--- src/rtl/mem_pkg.sv ---
// Shared definitions for the data-memory access path: RV32I load/store width codes and FSM encoding.
// No logic; imported by mem_access_unit and mem_load_align.
package mem_pkg;

  localparam logic [2:0] F3_B  = 3'd0;
  localparam logic [2:0] F3_H  = 3'd1;
  localparam logic [2:0] F3_W  = 3'd2;
  localparam logic [2:0] F3_BU = 3'd4;
  localparam logic [2:0] F3_HU = 3'd5;

  localparam logic [1:0] ST_IDLE = 2'd0;
  localparam logic [1:0] ST_WAIT = 2'd1;
  localparam logic [1:0] ST_DONE = 2'd2;

endpackage

--- src/rtl/mem_load_align.sv ---
// Load lane extractor: picks byte/half/word by addr_lo and sign/zero-extends per funct3.
// Purely combinational, zero latency, no backpressure.
module mem_load_align
  import mem_pkg::*;
(
  input  logic [31:0] word,
  input  logic [1:0]  addr_lo,
  input  logic [2:0]  funct3,
  output logic [31:0] result
);

  logic [7:0]  sel_b;
  logic [15:0] sel_h;

  always_comb begin
    sel_b = word[7:0];
    case (addr_lo)
      2'd0: sel_b = word[7:0];
      2'd1: sel_b = word[15:8];
      2'd2: sel_b = word[23:16];
      2'd3: sel_b = word[31:24];
      default: sel_b = word[7:0];
    endcase
    sel_h = addr_lo[1] ? word[31:16] : word[15:0];
  end

  always_comb begin
    result = word;
    case (funct3)
      F3_B:    result = {{24{sel_b[7]}}, sel_b};
      F3_BU:   result = {24'd0, sel_b};
      F3_H:    result = {{16{sel_h[15]}}, sel_h};
      F3_HU:   result = {16'd0, sel_h};
      default: result = word;
    endcase
  end

endmodule

--- src/rtl/mem_access_unit.sv ---
// MEM-stage load/store controller: issues one registered req/ack access, stalls the pipe until done.
// Min 3 cycles (issue, ack, done); each memory wait cycle adds one stall; illegal accesses fault without a request.
module mem_access_unit
  import mem_pkg::*;
#(
  parameter int ADDR_W = 32
) (
  input  logic              clk,
  input  logic              rst,
  input  logic              MEM_valid,
  input  logic              MEM_MemRead,
  input  logic              MEM_MemWrite,
  input  logic [2:0]        MEM_funct3,
  input  logic [ADDR_W-1:0] MEM_addr,
  input  logic [31:0]       MEM_store_data,
  output logic              mem_stall,
  output logic              mem_fault,
  output logic [31:0]       MEM_load_data,
  output logic              load_valid,
  output logic              dmem_req,
  output logic              dmem_we,
  output logic [ADDR_W-1:0] dmem_addr,
  output logic [31:0]       dmem_wdata,
  output logic [3:0]        dmem_be,
  input  logic              dmem_ack,
  input  logic [31:0]       dmem_rdata
);

  logic [1:0]  state;
  logic [1:0]  addr_lo_q;
  logic [2:0]  funct3_q;
  logic        is_rd, is_wr, is_both;
  logic        misalign, bad_rd, bad_wr;
  logic        issue;
  logic [3:0]  next_be;
  logic [31:0] next_wdata;
  logic [31:0] aligned_data;

  assign is_rd   = MEM_valid & MEM_MemRead & ~MEM_MemWrite;
  assign is_wr   = MEM_valid & MEM_MemWrite & ~MEM_MemRead;
  assign is_both = MEM_valid & MEM_MemRead & MEM_MemWrite;

  // funct3[1:0] is the access size for every legal code, loads and stores alike.
  assign misalign = ((MEM_funct3[1:0] == 2'd1) & MEM_addr[0]) |
                    ((MEM_funct3[1:0] == 2'd2) & (MEM_addr[1:0] != 2'b00));
  assign bad_rd   = (MEM_funct3 == 3'd3) | (MEM_funct3 == 3'd6) | (MEM_funct3 == 3'd7) | misalign;
  assign bad_wr   = (MEM_funct3 >= 3'd3) | misalign;

  assign issue     = (state == ST_IDLE) & ((is_rd & ~bad_rd) | (is_wr & ~bad_wr));
  assign mem_fault = (state == ST_IDLE) & (is_both | (is_rd & bad_rd) | (is_wr & bad_wr));
  assign mem_stall = issue | (state == ST_WAIT);

  always_comb begin
    next_be    = 4'hF;
    next_wdata = MEM_store_data;
    if (is_wr) begin
      case (MEM_funct3[1:0])
        2'd0: begin
          next_be    = 4'b0001 << MEM_addr[1:0];
          next_wdata = {4{MEM_store_data[7:0]}};
        end
        2'd1: begin
          next_be    = 4'b0011 << {MEM_addr[1], 1'b0};
          next_wdata = {2{MEM_store_data[15:0]}};
        end
        default: begin
          next_be    = 4'hF;
          next_wdata = MEM_store_data;
        end
      endcase
    end
  end

  mem_load_align u_align (
    .word    (dmem_rdata),
    .addr_lo (addr_lo_q),
    .funct3  (funct3_q),
    .result  (aligned_data)
  );

  always_ff @(posedge clk or posedge rst) begin
    if (rst) begin
      state         <= ST_IDLE;
      dmem_req      <= 1'b0;
      dmem_we       <= 1'b0;
      dmem_addr     <= '0;
      dmem_wdata    <= '0;
      dmem_be       <= 4'h0;
      addr_lo_q     <= 2'b00;
      funct3_q      <= 3'd0;
      MEM_load_data <= 32'd0;
      load_valid    <= 1'b0;
    end else begin
      case (state)
        ST_IDLE: begin
          load_valid <= 1'b0;
          if (issue) begin
            state     <= ST_WAIT;
            dmem_req  <= 1'b1;
            dmem_we   <= is_wr;
            dmem_addr <= {MEM_addr[ADDR_W-1:2], 2'b00};
            dmem_be   <= next_be;
            addr_lo_q <= MEM_addr[1:0];
            funct3_q  <= MEM_funct3;
            if (is_wr) dmem_wdata <= next_wdata;
          end
        end
        ST_WAIT: begin
          if (dmem_ack) begin
            state    <= ST_DONE;
            dmem_req <= 1'b0;
            if (!dmem_we) begin
              MEM_load_data <= aligned_data;
              load_valid    <= 1'b1;
            end
          end
        end
        ST_DONE: begin
          state      <= ST_IDLE;
          load_valid <= 1'b0;
        end
        default: begin
          state      <= ST_IDLE;
          dmem_req   <= 1'b0;
          load_valid <= 1'b0;
        end
      endcase
    end
  end

endmodule

--- config.mk ---
export PLATFORM = sky130hd
export DESIGN_NAME = mem_access_unit
export DESIGN_NICKNAME = d
export VERILOG_FILES = /design/src/rtl/mem_pkg.sv /design/src/rtl/mem_load_align.sv /design/src/rtl/mem_access_unit.sv
export SDC_FILE = /design/constraint.sdc
export NUM_CORES = 1
export LEC_CHECK = 0
export BUFFER_PORTS_ARGS = -buffer_cell sky130_fd_sc_hd__buf_2
export CORE_MARGIN = 3
export CORE_UTILIZATION = 53
export CTS_CLUSTER_SIZE = 25
export DETAILED_ROUTE_END_ITERATION = 7
export GPL_ROUTABILITY_DRIVEN = 1
export PLACE_DENSITY = 0.86
export SLEW_MARGIN = 10
export SYNTH_ARGS = -nofsm -noshare
export SYNTH_HDL_FRONTEND = slang
export SYNTH_SLANG_ARGS = --single-unit
--- constraint.sdc ---
create_clock -name clk -period 5.18 [get_ports clk]
set_input_delay 0 -clock clk [delete_from_list [all_inputs] [get_ports clk]]
set_output_delay 0 -clock clk [all_outputs]
set_load 0.005 [all_outputs]
==> flow_summary.ini <==
[cts]
cts-root-to-sink-buffers = 2
tritoncts = built
insertion_delay_ns = 0.36
clock_sink_count = 108
post_cts.resized_instances = 0
ctsRootBufferMaster = clkbuf_8
postCtsSetupBuffers = 0
clock_buffer_count_from_cts = 9
path_clk_slew_ns = 0.11
clock_tree.htree_level_count = 3

[yosys]
synth.cell_area_mm2 = 0.005239
synthArstFlopShare_pct = 100.0
synth_cell_type_count = 43
synth_largest_area_cell = dfrtp_1
ys_dominant_reg_cell = dfrtp_1
synth_enable_flop_cells = 0
synth_sequential_area_ratio_pct = 51.59
yosys_warn_count = 0
post_synth_inst_count = 488
flip_flop_and_latch_count_after_synthesis = 108
synthesis.area_per_instance_um2 = 10.74
synth.top_cells.by_area = dfrtp_1 52%, mux2_4 8.6%, mux2i_1 6.9%, o21ai_0 6.4%, nand2_1 3.9%
synth_largest_type_area_fraction_pct = 51.59

[sta]
postLayoutSetupSlackWorst_ns = 2.610
final-hold-violation-count = 0
fmaxAchievable_mhz = 389.2
grt_setup_unrepaired = no
setup_viol = 0
finalClockSkew_ns = 0.01308
slew_headroom_pct = 34.74
tightestPinTransition_ns = 0.9788
slew_violations = 0
portion_of_the_clock_cycle_consumed_by_the_worst_path_in_the_final_layout_pct = 49.61
timing.setup.tns_ns = 0
timing.final.crit_period_ns = 2.570

[setup_path]
reg2reg_to = dmem_be[3]$_DFFE_PP0P_
timing.critical_path.required_ns = 5.42
max_stage_delay_ns = 0.68
critical_path_peak_fanout = 41
worst_r2r_path_depth = 4
setup.worst_path.end = dmem_be[3]$_DFFE_PP0P_
cp-end-kind = flip-flop
r2r_start = state[0]$_DFFE_PP0P_
path_class = reg -> reg
worstPathCellList = or3b_1, a2111o_1, a21bo_4, mux2_2
regToRegSetupSlack_ns = 2.61
cp.arrival_ns = 2.81
setup.worst_path.start_class = flip-flop
worst_setup_path_startpoint = state[0]$_DFFE_PP0P_
worst_path_max_delay_cell = a21bo_4

[finish]
final_cells = 899
utilization_pct = 78.33
area_growth_syn_to_layout_pct = 40.77
drive_above_1_share_pct = 35.32
design.final.nets = 870
antenna_cells_inserted = 0
post_route_design_area_mm2 = 0.007375
commonest_cells_after_routing_fill_and_taps_aside = 207 x buf_2, 108 x dfrtp_1, 89 x dlygate4sd3_1
most_frequent_standard_cell_in_the_layout_excluding_fill_and_tap_cells = buf_2

[min_path]
hp-class = in -> reg

[outcome]
run_status = finished clean

[routing]
via_count = 4931
routedWlPerCell_um = 18.01
drt_pre_antenna_iters = 5
viasPerCell = 5.485
ant_nets = 0
detail_route.iter0.violations = 218
drt_drc_violations_left = 0
drt-total-wl_um = 16190

[floorplan]
overall_die_height_um = 105.4
core_mm2 = 0.009415
floorplan.initialDensity_pct = 55.64
chipWidth_um = 105.4
fp.dieArea_mm2 = 0.01111
placement_rows = 35
boundaryPins = 210

[placed_design]
dp_slack_ns = 2.641
io_buffers = 207
placedCellCount = 794
post_dp_cell_area_mm2 = 0.006280
place_congestion = 0.8804
final_hpwl_dp_um = 10300

[grt]
largest_net_degree_at_the_start_of_global_routing = 80
grtUsageTotal_pct = 29.43
first_global_vias = 5217
antenna_found_initial = 0
grt-ovfl-total = 0
grt_first_pass_wirelength_um = 26270

[power_and_ir_drop]
power.density_cell_area_mw_per_mm2 = 392.7
total_leakage_power_nw = 3.629
max-vdd-ir-drop_mv = 0.1952

[job]
cap_violations = 0
kinds of logic after synthesis:
| family | share of synthesized area [%] |
|---|---|
| flip-flops | 51.59 |
| other | 0.07158 |
| AO/OA/AOI/OAI | 12.47 |
| multiplexers | 19.35 |
| buffers and inverters | 4.753 |
| AND/OR/NAND/NOR | 11.77 |
synthesized netlist by cell type (6+ instances only):
master and count:
nor2_1 39, nand2_1 54, mux2i_1 36, dfrtp_1 108
nand3_1 10, clkbuf_1 25, mux2_2 9, o21ai_0 67
a21oi_1 21, inv_1 11, mux2_4 30, o22ai_1 10
mux2_1 7, o211ai_1 6, nor3b_1 11
report_power, final:
group	switching, mW	total, mW	internal, mW
combinational	0.475	1.01	0.534
clock	0.310	0.543	0.232
sequential	0.216	1.35	1.13
total	1.00	2.90	1.89
layout make-up:
cell class	instances	area, um2
clock buffers	9	123.9
fillers	578	2041
inverters	11	43.79
well taps	129	161.4
clock inverters	7	80.08
multi-input cells	335	2306
flip-flops and latches	108	2703
repair buffers	300	1957
critical path: cells and delay by family (launching register included):
kind	cells	cell delay, ns
AO/OA/AOI/OAI	2	1.10
flip-flops	1	0.45
AND/OR/NAND/NOR	1	0.45
multiplexers	1	0.41
per-stage QoR:
step | hold slack, ns | power [mW]
3_5_place_dp | 0.006573 | 2.285
3_3_place_gp | 0.002007 | 2.229
5_1_grt | 0.003352 | 3.071
2_1_floorplan | 0.1062 | 1.827
4_1_cts | 0.0003345 | 2.869
6_report | 0.005406 | 2.896
metal layers:
metal  vias to the layer above  wire, um  global-route usage [%]
met5                         -         0                       0
met4                         0       493                   11.53
met3                        40      1258                   5.818
met2                       259      8321                   53.10
met1                      2375      6115                   34.25
li1                       2257         -                       -
what timing repair did:
item                                    in CTS  in global routing
hold buffers                                89                  0
endpoints found under the setup margin       0                  0
endpoints found under the hold margin      116                  0
how the worst min path moves through the flow:
| stage | start | end | depth (start not counted) |
|---|---|---|---|
| finish | dmem_rdata[11] | MEM_load_data[11]$_DFFE_PP0P_ | 3 |
| global route | dmem_rdata[11] | MEM_load_data[11]$_DFFE_PP0P_ | 3 |
| CTS | dmem_rdata[11] | MEM_load_data[11]$_DFFE_PP0P_ | 3 |
| detailed placement | rst | dmem_addr[23]$_DFFE_PP0P_ | 2 |
| global placement | rst | dmem_addr[23]$_DFFE_PP0P_ | 2 |
| floorplan | dmem_ack | state[1]$_DFFE_PP0P_ | 2 |
state kept, by name (all words and copies together), names as in the netlist:
name and flops:
MEM_load_data 32, dmem_wdata 32, dmem_addr 30, dmem_be 4, funct3_q 3, addr_lo_q 2
state 2, dmem_req 1, dmem_we 1, load_valid 1
No activity file was read; power rests on OpenSTA's default activity.
